==> config.mk <==
export PLATFORM = sky130hd
export DESIGN_NAME = arbitro_escritura_registros
export DESIGN_NICKNAME = d
export VERILOG_FILES = /design/src/rtl/arbitro_escritura_registros.sv
export SDC_FILE = /design/constraint.sdc
export NUM_CORES = 1
export LEC_CHECK = 0
export ABC_AREA = 1
export CAP_MARGIN = 10
export CELL_PAD_IN_SITES_DETAIL_PLACEMENT = 1
export CELL_PAD_IN_SITES_GLOBAL_PLACEMENT = 2
export CORE_MARGIN = 2
export CORE_UTILIZATION = 36
export DETAILED_ROUTE_END_ITERATION = 8
export DONT_BUFFER_PORTS = 1
export GPL_ROUTABILITY_DRIVEN = 0
export PLACE_DENSITY = 0.84
export SLEW_MARGIN = 30
export SYNTH_ARGS = -nofsm -noshare
export SYNTH_HDL_FRONTEND = slang
export SYNTH_SLANG_ARGS = --single-unit
export TNS_END_PERCENT = 20
==> constraint.sdc <==
create_clock -name CLK -period 2.47 [get_ports CLK]
set_input_delay 0.741 -clock CLK [delete_from_list [all_inputs] [get_ports CLK]]
set_output_delay 0.741 -clock CLK [all_outputs]
set_load 0.01 [all_outputs]
==> src/rtl/arbitro_escritura_registros.sv <==
// Register-bank write-port arbiter: A/B writeback handshakes,
// B anti-starvation, and zero-clear sweep of x1..x31.
module arbitro_escritura_registros #(
  parameter int ADDR_W   = 5,
  parameter int DATA_W   = 32,
  parameter int MAX_WAIT = 3
) (
  input  logic              CLK,
  input  logic              Reset,
  input  logic              clr_req,
  input  logic              a_valid,
  input  logic [ADDR_W-1:0] a_rd,
  input  logic [DATA_W-1:0] a_data,
  output logic              a_ready,
  input  logic              b_valid,
  input  logic [ADDR_W-1:0] b_rd,
  input  logic [DATA_W-1:0] b_data,
  output logic              b_ready,
  output logic [ADDR_W-1:0] rd,
  output logic [DATA_W-1:0] di,
  output logic              wre,
  output logic              busy
);

  localparam int WW = $clog2(MAX_WAIT + 1);
  localparam logic [WW-1:0] WAIT_MAX = WW'(MAX_WAIT);

  typedef enum logic {
    SWEEP,
    ARB
  } state_t;

  state_t        state;
  logic [4:0]    cnt;
  logic [WW-1:0] b_wait;
  logic          arb;
  logic          b_starved;

  assign arb       = (state == ARB) & ~clr_req;
  assign b_starved = (b_wait == WAIT_MAX);
  assign b_ready   = arb & b_valid & (~a_valid | b_starved);
  assign a_ready   = arb & a_valid & ~b_ready;

  always_ff @(posedge CLK or negedge Reset) begin
    if (!Reset) begin
      state  <= SWEEP;
      cnt    <= 5'd1;
      b_wait <= '0;
      wre    <= 1'b0;
      rd     <= '0;
      di     <= '0;
      busy   <= 1'b1;
    end else begin
      unique case (state)
        SWEEP: begin
          wre <= 1'b1;
          rd  <= ADDR_W'(cnt);
          di  <= '0;
          cnt <= cnt + 5'd1;
          if (cnt == 5'd31) begin
            state <= ARB;
            busy  <= 1'b0;
          end
        end
        ARB: begin
          if (clr_req) begin
            state <= SWEEP;
            cnt   <= 5'd1;
            busy  <= 1'b1;
            wre   <= 1'b0;
          end else begin
            // x0 writes still handshake but never reach the bank
            unique case (1'b1)
              b_ready: begin
                rd  <= b_rd;
                di  <= b_data;
                wre <= (b_rd != '0);
              end
              a_ready: begin
                rd  <= a_rd;
                di  <= a_data;
                wre <= (a_rd != '0);
              end
              default: wre <= 1'b0;
            endcase
            if (b_ready | ~b_valid)
              b_wait <= '0;
            else if (!b_starved)
              b_wait <= b_wait + 1'b1;
          end
        end
        default: state <= SWEEP;
      endcase
    end
  end

endmodule

Word-level counts from Yosys, hierarchy flattened --
Index checks and enable logic that the tools add are counted. Widths: inputs -> output; s select.
Operators by class: multiplexer cells 19, bitwise gates (word level) 12, add/subtract/negate cells 2, equal/unequal tests 7, reduce and logical (&&, ||, !) cells 5
Operators by type and width (number):
- $pmux 32 s2 | 2
- $mux 32 | 1
- $pmux 5 s2 | 3
- $mux 5 | 2
- $reduce_bool 5->1 | 2
- $pmux 1 s2 | 4
- $ne 2x2->1 const B | 3
- $add 5x1->5 const B | 1
- $and 1x1->1 | 5
- $eq 5x5->1 const B | 1
- $mux 1 | 5
- $not 1->1 | 5
- $mux 2 | 2
- $reduce_and 2->1 | 2
- $ne 3x3->1 const B | 1
- $reduce_and 3->1 | 1
- $add 2x1->2 const B | 1
- $eq 2x2->1 const B | 1
- $ne 2x1->1 const B | 1
- $or 1x1->1 | 2
Storage, ports and cells: register bits 47, input bits 79, word-level logic and storage cells 52

Logic depth before layout (Yosys ltp) --
Gate-level depths: netlist of the first run.
word-level depth 9, mapped depth 9

Worst setup path after synthesis of the first run --
Ideal clock, no wire load.
path kind input port to output port, start point input port a_valid, end point output port b_ready, arrival 1.274 ns, path buffers 0, slack 0.455 ns, stages 3, required time 1.729 ns, cell sequence nand2_1 nand2_1 nor2_1
On the way: longest elaborated chain between the ends 3
RTL lines:
- from (decl) | line 11 | input logic a_valid,
- $not 1->1 | line 41 | assign b_ready = arb & b_valid & (~a_valid | b_starved);
- $or 1x1->1 | line 41
- $and 1x1->1 | line 41
- to (decl) | line 18 | output logic b_ready,
Every way passes these cells.

Worst setup path in the final report of the first run --
start point register state, end point output port a_ready
On the way: longest elaborated chain between the ends 5, elaborated cells on any way between the ends 6
RTL lines:
- from (decl) | line 33 | state_t state;
- from (signal assigned) | line 46 | state <= SWEEP;
- from (signal assigned) | line 61 | state <= ARB;
- from (signal assigned) | line 67 | state <= SWEEP;
- $and 1x1->1 * | line 39 | assign arb = (state == ARB) & ~clr_req;
- $and 1x1->1 (2 in a row) | line 41
- $not 1->1 | line 42 | assign a_ready = arb & a_valid & ~b_ready;
- $and 1x1->1 * | line 42
- to (decl) | line 14 | output logic a_ready,
Every way passes the cells marked *; elsewhere a longest branch is shown, timed or not.

==> flow_summary.ini, run 1 <==
[sta]
setup_ws_ns = 0.289
slew_headroom = 0.737
whs_ns = 0.136
fin_crit_sh = 0.883
tightest_slew_ns = 0.395
slew_viol_final = 0
period_minus_slack_ns = 2.18
fin_setup_tns_ns = 0
rsz0062_at_grt = false
setup_viol_count_final = 0
fmax_mhz = 458
skew_ns = 0.00604
hold_viol_final = 0

[setup_path]
worstPathArrival_ns = 1.44
cpMaxStageDelayCell = dfrtp_1
crit_type = flip-flop to output pin
cp_cell_sequence = inv_4 -> nor2_8 -> nand2_4 -> nor2_4
worst_setup_path_end_kind = output pin
crit_family = flip-flops
cp_num_buf_inv = 1
path_max_fanout = 10
slowest_delay_ns = 0.53
worstPathRequired_ns = 1.73
start_kind = flip-flop

[layout]
syn2layout_area_growth_pct = 5.66
layout.nets = 379
diodes = 0
regArea_um2 = 1180
fin_area_um2 = 2620
multi_input_comb_area_um2 = 1050
fin_util = 0.389
drive_above_1_share = 0.111
fillers = 825

[placement]
place_area_um2 = 2530
dp_worst_setup_slack_ns = 0.487
numPortBuffers = 0
hpwl_um = 4840

[synth]
syn_inst = 297
yosysSeqAreaShare = 0.476
synthDominantCellAreaShare = 0.455
yosys.area.top_type = dfrtp_1
yosys-top-cells-count = nand2_1, dfrtp_1, inv_1, o211ai_1, o21ai_0
synth-edff-count = 0
synthArstFlopShare = 1.00
synth_cell_type_count = 27
yosysMostFrequentCell = nand2_1
synth-main-ff-cell = dfrtp_1
syn_avg_cell_area_um2 = 8.33
syn_area_um2 = 2470
ys_ff_latch = 47
synth_fp_nets = 379
yosysWarnings = 0
synthTopCellsByArea = dfrtp_1, nand2_1, inv_1, o211ai_1, o211ai_2

[detailed_routing]
via_count = 1994
wl_per_cell_um = 17.7
initialDrtViolationCount = 55
vias_per_cell = 5.28
ant_nets = 0
drc = 0
totalWireLength_um = 6700
dr.pass1.iters = 4

[run]
drv_cap = 0

[power_and_ir_drop]
peakVddDrop_mv = 0.429
switching_share = 0.337
p_leak_nw = 1.47
power_frac_comb = 0.224
switching_power_uw = 655
seqPwrFrac = 0.542
p_clk_frac = 0.234
internal_power_mw = 1.29
p_per_area_nw_per_um2 = 745

[die]
rows = 30
io_pins = 120
coreArea_um2 = 6720
fp.dieW_um = 86.9
die_area_um2 = 7550
fp.dieH_um = 86.9
initial_utilization = 0.368

[global_routing]
track_usage = 0.179
antenna_found_initial = 0
grt_pass1_wl_um = 10500
grt_max_degree = 48
grt.overflow.total = 0
first_global_vias = 2064

[clock_network]
numCtsBuffers = 5
ctsHoldBuffers = 0
cts_setup_buffers = 0
clk_pin_slew_ns = 0.09
cts_buffer_depth = 2
clk_latency_ns = 0.29
cts_root_buf = clkbuf_8
cts.sinks = 47
cts_tree = done
ctsResizeCount = 0
htreeDepth = 2

[outcome]
status = finished, final reports clean

[worst_hold_path]
hold_class = input port to asynchronous set/reset pin
==> final timing paths <==
path	from	cells after the start	to	slack [ns]
worst max-delay path	state	4	a_ready	0.29
worst min-delay path	Reset	0	di[24]	0.14
worst max register to register	state	7	rd[4]	0.75
worst min register to register	busy	2	busy	0.50
max in group asynchronous	Reset	0	cnt[0]	2.16
min in group CLK	busy	2	busy	0.50
==> worst register-to-register path: stages, from the launching register on <==
cell	delay [ns]
dfrtp_1	0.53
inv_4	0.13
nor2_8	0.18
nand2_4	0.08
o21ai_2	0.06
buf_4	0.35
inv_1	0.17
o21ai_1	0.16
==> kinds of logic (layout without fill, tap and decap cells) <==
group / count (synthesis) / count (layout) / synth area share
buf+inv: 55 / 56 / 0.103
fa+ha+maj: 3 / 3 / 0.0152
flops: 47 / 47 / 0.476
simple gates: 132 / 132 / 0.229
compound gates: 60 / 60 / 0.177
==> layout by cell type, fill, tap and decap left out, types with 3 or more instances in the layout <==
cell and count:
nand2_1 105, o21ai_1 4, inv_1 42, a21oi_1 7, dfrtp_1 45, buf_4 5
ha_1 3, nor2_1 10, o211ai_2 9, o211ai_1 18, nand4_1 4, o21ai_0 13
nand3_1 5, a22oi_1 4, clkbuf_8 5
==> state kept, by name (all words and copies together) (netlist names) <==
register and count:
b_wait 2, busy 1, cnt 5, di 32, rd 5, state 1
wre 1
==> power by group through the flow <==
stage / Clock (mW) / Combinational [mW] / Sequential, mW
after global routing: 0.506 / 0.503 / 1.08
after floorplan: 0 / 0.356 / 1.04
after detailed placement: 0 / 0.445 / 1.07
final: 0.455 / 0.436 / 1.06
after CTS: 0.476 / 0.444 / 1.06
after global placement: 0 / 0.427 / 1.07
==> layout make-up <==
| cell class | count | share of cell area |
|---|---|---|
| sequential | 47 | 0.451 |
| multi-input combinational | 195 | 0.403 |
| inverter | 43 | 0.0627 |
| tap | 80 | 0.0383 |
| clock buffer | 7 | 0.0292 |
| timing repair buffer | 5 | 0.0144 |
| clock inverter | 1 | 0.00191 |
==> metal layers <==
layer  vias to the layer above  GRT usage  wire [um]
li1                        950          -          -
met2                        71      0.294       3230
met5                         -          0          0
met1                       969      0.233       2960
met4                         0     0.0511         40
met3                         4     0.0445        471
==> per-stage QoR <==
| step | power, mW | instances |
|---|---|---|
| global route | 2.09 | 378 |
| detailed placement | 1.52 | 370 |
| global placement | 1.50 | 370 |
| CTS | 1.98 | 378 |
| floorplan | 1.39 | 297 |
| finish | 1.95 | 378 |
No activity file was read; power rests on OpenSTA's default activity.
==> run 2, diff against run 1 <==
CORE_UTILIZATION = 24   (was 36)
DONT_BUFFER_PORTS = unset   (was 1)
PLACE_DENSITY = 0.85   (was 0.84)
==> run 2 against run 1 <==
Effect of this change:
- hold slack better by 0.29 ns
- power grew 24%
- sequential cell count unchanged
- die area grew 47%
- global-route usage shrank 2.5 points
- first-iteration DRC count decreased by 1.8%
- worst setup slack worse by 0.20 ns
- utilization is 1.3 points higher
- via count is 26% higher
- clock power rose by 30%
- clock skew rose by 0.0023 ns
- sequential share of layout area down 16 points
- critical endpoint unchanged
- largest power group unchanged
- highest routed layer unchanged
==> flow_summary.ini, run 2 (synthesis results as in run 1) <==
[outcome]
status = finished, final reports clean

[die]
fp.dieW_um = 106
coreArea_um2 = 10200
initial_utilization = 0.243
die_area_um2 = 11100
io_pins = 120
fp.dieH_um = 106
rows = 37

[placement]
place_area_um2 = 3990
hpwl_um = 6480
dp_worst_setup_slack_ns = -0.411
numPortBuffers = 119
place_inst = 561

[clock_network]
ctsResizeCount = 6
clk_pin_slew_ns = 0.09
htreeDepth = 2
cts.sinks = 47
cts_setup_buffers = 0
cts_root_buf = clkbuf_8
cts_tree = done
clk_latency_ns = 0.30
cts_buffer_depth = 2
ctsHoldBuffers = 0
numCtsBuffers = 5

[layout]
diodes = 0
top_register = di
layout.nets = 514
mostFrequentLayoutCells = clkdlybuf4s50_1, nand2_1, dfrtp_1
reg_top3 = di (32), cnt (5), rd (5)
largest_register_ff_count = 32
final_cells = 569
drive_above_1_share = 0.122
multi_input_comb_area_um2 = 1050
final_common_cell = clkdlybuf4s50_1
fin_util = 0.402
fin_area_um2 = 4100
syn2layout_area_growth_pct = 65.5
regArea_um2 = 1180
fillers = 1218

[setup_path]
reg2reg_slack_ns = 0.82
slowest_delay_ns = 0.27
path_max_fanout = 3
crit_top_cell = dlygate4sd2_1
start_kind = input port
cp_cell_sequence = dlygate4sd2_1 -> buf_4 -> a21oi_4 -> nor2_4 -> dlygate4sd2_1
crit_type = input port to output pin
worstPathRequired_ns = 1.73
worst_setup_path_end_kind = output pin
cpMaxStageDelayCell = dlygate4sd2_1
cp_num_buf_inv = 3
worstPathArrival_ns = 1.64
crit_family = buffers and inverters

[global_routing]
grt_pass1_wl_um = 13600
grt.overflow.total = 0
first_global_vias = 2710
antenna_found_initial = 0
track_usage = 0.154
grt_max_degree = 29

[sta]
fmax_mhz = 421
hold_viol_final = 0
slew_viol_final = 0
fin_crit_sh = 0.962
period_minus_slack_ns = 2.38
fin_setup_tns_ns = 0
setup_ws_ns = 0.0927
tightest_slew_ns = 0.559
setup_viol_count_final = 0
slew_headroom = 0.628
skew_ns = 0.00836
rsz0062_at_grt = false
whs_ns = 0.421

[detailed_routing]
drc = 0
ant_nets = 0
totalWireLength_um = 8310
wl_per_cell_um = 14.6
via_count = 2522
vias_per_cell = 4.43
dr.pass1.iters = 4
initialDrtViolationCount = 54

[power_and_ir_drop]
p_per_area_nw_per_um2 = 592
peakVddDrop_mv = 0.299
p_leak_nw = 2.05
power_mw = 2.42

[worst_hold_path]
hold_class = input port to asynchronous set/reset pin

[run]
drv_cap = 0
-- run 2: cell types whose count changed in the layout (fill, tap and decap cells not counted) --
cell             previous run  this run
clkdlybuf4s50_1             0       113
inv_1                      42        41
clkbuf_8                    5         6
buf_2                       0         1
inv_2                       0         1
bufinv_16                   0         1
buf_4                       5        15
buf_12                      0         6
dlygate4sd2_1               0         5
clkbuf_1                    2         0
-- run 2: power by group --
group | total, mW | internal (mW) | switching [mW]
logic | 0.822 | 0.445 | 0.377
registers | 1.01 | 0.912 | 0.101
clock network | 0.590 | 0.328 | 0.262
-- run 2: path summary, 6_finish.rpt --
path,cells past startpoint,endpoint,from
setup / recovery,5,a_ready,a_valid
hold / removal,1,di[15],Reset
setup reg to reg,8,rd[4],b_wait[0]
hold reg to reg,2,busy,busy
max in group asynchronous,2,busy,Reset
min in group CLK,2,busy,busy
-- run 2: cell type report --
type | instances | area share
Clock inverter | 2 | 0.00855
Clock buffer | 6 | 0.0202
Sequential cell | 47 | 0.288
Timing Repair Buffer | 140 | 0.345
Inverter | 43 | 0.0400
Tap cell | 136 | 0.0415
Multi-Input combinational cell | 195 | 0.257
-- run 2: metal layers --
metal,vias up,GRT usage,wire length (um)
li1,1229,-,-
met1,1207,0.184,3520
met2,76,0.267,4030
met3,10,0.0464,615
met4,0,0.0432,137
met5,-,0,0
==> edit 1 (flow settings as in run 1) <==
Set the parameter `DATA_W` to 24 (it was 32).
--- a/src/rtl/arbitro_escritura_registros.sv
+++ b/src/rtl/arbitro_escritura_registros.sv
@@ -2,7 +2,7 @@
 // B anti-starvation, and zero-clear sweep of x1..x31.
 module arbitro_escritura_registros #(
   parameter int ADDR_W   = 5,
-  parameter int DATA_W   = 32,
+  parameter int DATA_W   = 24,
   parameter int MAX_WAIT = 3
 ) (
   input  logic              CLK,
Interface: changed (resized a_data, b_data and di); port bits go from 120 to 96. No check against the original RTL was run, so the function may have changed too.
==> edit 1 against run 1 <==
Power decreased by 5.5%; via count is 21% lower; design area is 18% lower; sequential share of layout area increased by 0.39 points; worst setup slack gained 0.076 ns; critical path depth increased by 2; utilization increased by 0.65 points; area after synthesis is 20% lower; sequential power decreased by 13%; count of clock-buffer cells in the layout fell by 1; sequential cell count is 8 lower; routed wire length down 20%; hold slack improved by 0.00076 ns; critical path type unchanged; critical endpoint unchanged.
==> edit 1: results (changes against run 1) <==
Timing
  – Rel. slew slack: 80.2% (+6.5 points)
  – Final Skew: 0.00231 ns (-0.00374 ns)

Placed design
  – Final HPWL DP: 3960 um (-18%)
  – Area after DPL: 2030 sq um (-20%)

GRT
  – First-pass GRT wire length: 8790 um (-16%)
  – Tot GR Track Use: 18.6% (+0.78 points)
  – Pin count of the biggest net entering global routing: 40 (-17%)

Finish
  – Top flop regs: di x24, cnt x5, rd x5
  – Non-Filler Instances: 307 (-19%)

Outcome
  – Status: completed

Critical path
  – CP Max Fanout: 9 (-1)
  – Worst Setup SP: b_wait[0]$_DFFE_PN0P_
  – R2R Path End: di[0]$_DFFE_PN0P_
  – CP arrival: 1.36 ns (-0.08 ns)
  – Max incr delay on CP: 0.39 ns (-0.14 ns)

Power
  – Internal power: 1.26 mW (-2.2%)
  – Clock network power share: 30.3% (+6.9 points)
  – P_leak: 1.03 nW (-30%)

Routing
  – Vias per cell: 5.16 (-2.3%)
  – DR WL/cell: 17.4 um (-1.6%)
  – Iter 0 DRT Violations: 74 (+35%)

Synth
  – Top cells by area, synth: dfrtp_1, nand2_1, a21oi_1
  – Post-synth top cells: nand2_1, dfrtp_1, a21oi_1, nand3_1, inv_1
  – Sequential area share after synthesis: 49.2% (+1.5 points)
  – Cells after synthesis: 231 (-22%)
  – Syn_nets: 297 (-22%)
==> edit 1: cell count changes after synthesis, moves of 6 or more <==
cell	change
o211ai_2	-9
nand3_1	+19
nor2_2	+6
o211ai_1	-17
nand2_1	-41
inv_1	-25
a21oi_1	+18
dfrtp_1	-8
==> edit 1: layer usage <==
layer | wire (um) | vias to the layer above | global-route usage (%) | part of all wire (%)
met4 | 60 | 0 | 5.26 | 1.1
li1 | - | 760 | - | -
met3 | 378 | 5 | 5.75 | 7.1
met2 | 2590 | 57 | 30.4 | 48
met1 | 2320 | 761 | 23.9 | 43
met5 | 0 | - | 0 | 0
==> edit 1: area by class of cell <==
type | instances | area share, %
flip-flops and latches | 39 | 45.5
multi-input cells | 164 | 39.6
well taps | 72 | 4.19
clock buffers | 6 | 3.84
inverters | 19 | 3.55
repair buffers | 5 | 1.74
clock inverters | 2 | 1.63
==> edit 1: cells by family (layout without fill, tap and decap cells) <==
kind of cell	count (synthesis)	count (layout)	synth area share (%)
AO/OA/AOI/OAI	46	46	13.2
adder cells (fa/ha/maj)	3	3	1.89
AND/OR/NAND/NOR	114	114	27.3
XOR/XNOR	1	1	0.440
flip-flops	39	39	49.2
buffers and inverters	28	32	8.04
==> edit 1: worst register-to-register path: cells and delay by family, from the launching register on <==
| family | cells | cell delay, ns |
|---|---|---|
| fa+ha+maj | 1 | 0.19 |
| buf+inv | 3 | 0.43 |
| simple gates | 4 | 0.43 |
| compound gates | 1 | 0.18 |
| flops | 1 | 0.39 |
==> edit 1: per-stage QoR <==
step                utilization [%]  power (mW)  worst slack, ns
floorplan                         -        1.20            0.373
global placement               37.4        1.28            0.544
detailed placement             37.4        1.30            0.528
CTS                            39.6        1.87            0.333
global route                   39.6        1.95            0.264
finish                         39.6        1.84            0.365
==> edit 2 (flow settings as in run 1) <==
Without the edit above. Reset style: synchronous (`Reset`), changed in one clocked block.
--- a/src/rtl/arbitro_escritura_registros.sv
+++ b/src/rtl/arbitro_escritura_registros.sv
@@ -41,7 +41,7 @@
   assign b_ready   = arb & b_valid & (~a_valid | b_starved);
   assign a_ready   = arb & a_valid & ~b_ready;
 
-  always_ff @(posedge CLK or negedge Reset) begin
+  always_ff @(posedge CLK) begin
     if (!Reset) begin
       state  <= SWEEP;
       cnt    <= 5'd1;
Check against the original RTL: differs if Reset is asserted again (counterexample within 4 cycles, from zero or initial values and one cycle with Reset low); with Reset held inactive, the same outputs for 10 cycles.
==> edit 2 against run 1 <==
Sequential share of layout area is 8.4 points lower; routed wire length fell by 1.5%; design area down 2.0%; sequential cell count unchanged; synthesized cell count increased by 33%; first-iteration DRC count is 20% higher; area after synthesis fell by 1.2%; clock skew is essentially flat; worst setup slack better by 0.019 ns; critical path depth grew 1.
Power is not compared: it rests on default switching activity, and its combinational part moved more than twofold at a synthesized area within 25%.
==> edit 2: results (changes against run 1) <==
Outcome
  – Status: completed

Synth
  – Post-synth ARST share: 0% (-100 points)
  – Top cells by area, synth: dfxtp_1, nand2_1, inv_1
  – Syn_nets: 476 (+26%)
  – Sequential area share after synthesis: 38.5% (-9.2 points)
  – Ys Warns: 0 (unchanged)
  – Xor/xnor share of the synthesized area: 0% (unchanged)
  – Post-synth top cells: nand2_1, inv_1, a21oi_1, dfxtp_1, o21ai_0
  – Adder-cell share of the synthesized area: 1.53% (+0.018 points)
  – Synth Area in Compound Gates: 18.5% (+0.77 points)
  – Synth cell types: 21 (-22%)

Routing
  – Iter 0 DRT Violations: 66 (+20%)
  – Total wire length: 6590 um (-1.5%)
  – Vias per cell: 4.93 (-6.6%)

Finish
  – Post-layout net count: 469 (+24%)
  – Fraction of layout instances using a drive strength above 1: 4.15% (-6.9 points)
  – Fillers: 923 (+12%)

Clocking
  – Clk root buf: clkbuf_8
  – Post-CTS setup buffers: 0 (unchanged)
  – CTS clock-pin slew for the worst setup and hold paths: 0.08 ns

Timing
  – Fmax: 0.463 GHz (+0.89%)
  – Worst-Margin Slew: 0.689 ns (+0.295 ns)
  – Final Skew: 0.00594 ns (-0.000104 ns)

GRT
  – Initial antenna violation count: 0 (unchanged)
  – Tot GR Track Use: 18.0% (+0.13 points)
  – First-pass GRT wire length: 10700 um (+2.0%)
  – Grt met1 use: 21.6% (-1.7 points)
  – GRT met2 Usage: 30.5% (+1.1 points)
  – Pin count of the biggest net entering global routing: 39 (-19%)
  – Met3 Use GR: 6.29% (+1.8 points)
  – Vias in the first global route: 2273 (+10%)

Placed design
  – Placement Setup Slack: 0.448 ns (-0.0386 ns)
  – Area after DPL: 2490 sq um (-1.7%)
  – Final HPWL DP: 4680 um (-3.3%)

Critical path
  – FF-to-FF path depth: 9 (+2)
  – R2R Path End: di[21]$_SDFFE_PN0P_
  – Crit path capture: b_ready
  – CP arrival: 1.42 ns (-0.02 ns)
  – CP Max Fanout: 7 (-3)
  – Worst Setup SP: b_wait[0]$_SDFFE_PN0P_

Worst hold path
  – Worst Hold Class: reg2reg
## edit 2: cell types whose count changed in the layout (fill, tap and decap cells not counted), sizes merged, moves of 7 or more
cell    delta
inv       +38
nand3      +7
o21ai     +23
o211ai    -27
nand2     +13
dfxtp     +47
a21oi     +40
dfrtp     -45
## edit 2: metrics by stage
step                      total power, mW  util, %  cells
after CTS                            1.32     38.4    466
after global routing                 1.37     38.4    466
after floorplan                     0.863        -    394
final                                1.29     38.4    466
after detailed placement            0.878     37.3    460
after global placement              0.876     37.3    460
## edit 2: cell type report
type                            instances  area [sq um]  area share, %
Clock buffer                            6          72.6           2.83
Tap cell                               80           100           3.91
Multi-Input combinational cell        246          1100           43.1
Sequential cell                        47           941           36.7
Timing Repair Buffer                    5          37.5           1.46
Inverter                               82           308           12.0
## edit 2: kinds of logic after synthesis
family,Yosys count
AOI/OAI and AO/OA,90
DFF,47
and+or+nand+nor,153
buffers and inverters,101
adders and majority gates,3
## edit 2: worst max-delay path, stage by stage, from the launching register on
cell and delay [ns]:
dfxtp_1 0.38, ha_1 0.17, inv_1 0.04, nand2_1 0.07, nand2_1 0.15, nor2_1 0.32
## edit 2: worst min-delay path by stage
| stage | from | to | slack [ns] |
|---|---|---|---|
| floorplan | cnt[4]$_SDFFE_PN0P_ | cnt[4]$_SDFFE_PN0P_ | 0.46 |
| global placement | cnt[4]$_SDFFE_PN0P_ | cnt[4]$_SDFFE_PN0P_ | 0.48 |
| detailed placement | cnt[4]$_SDFFE_PN0P_ | cnt[4]$_SDFFE_PN0P_ | 0.48 |
| CTS | cnt[4]$_SDFFE_PN0P_ | cnt[4]$_SDFFE_PN0P_ | 0.49 |
| global route | Reset | cnt[0]$_SDFFE_PN1P_ | 0.52 |
| finish | cnt[4]$_SDFFE_PN0P_ | cnt[4]$_SDFFE_PN0P_ | 0.49 |
## edit 2: where the power goes
group          leakage [nW]  switching [mW]  total, mW  internal [mW]
registers             0.380          0.0112      0.779          0.768
clock network        0.0371           0.244      0.433          0.189
logic                 0.853          0.0498     0.0801         0.0303
total                  1.27           0.305       1.29          0.988
## edit 2: per-layer routing
layer  routed length [um]  vias up  share of wire, %
met2                 3030       87                46
met5                    0        -                 0
met4                  104        0               1.6
met3                  524        7               7.9
met1                 2930     1025                44
li1                     -     1178                 -
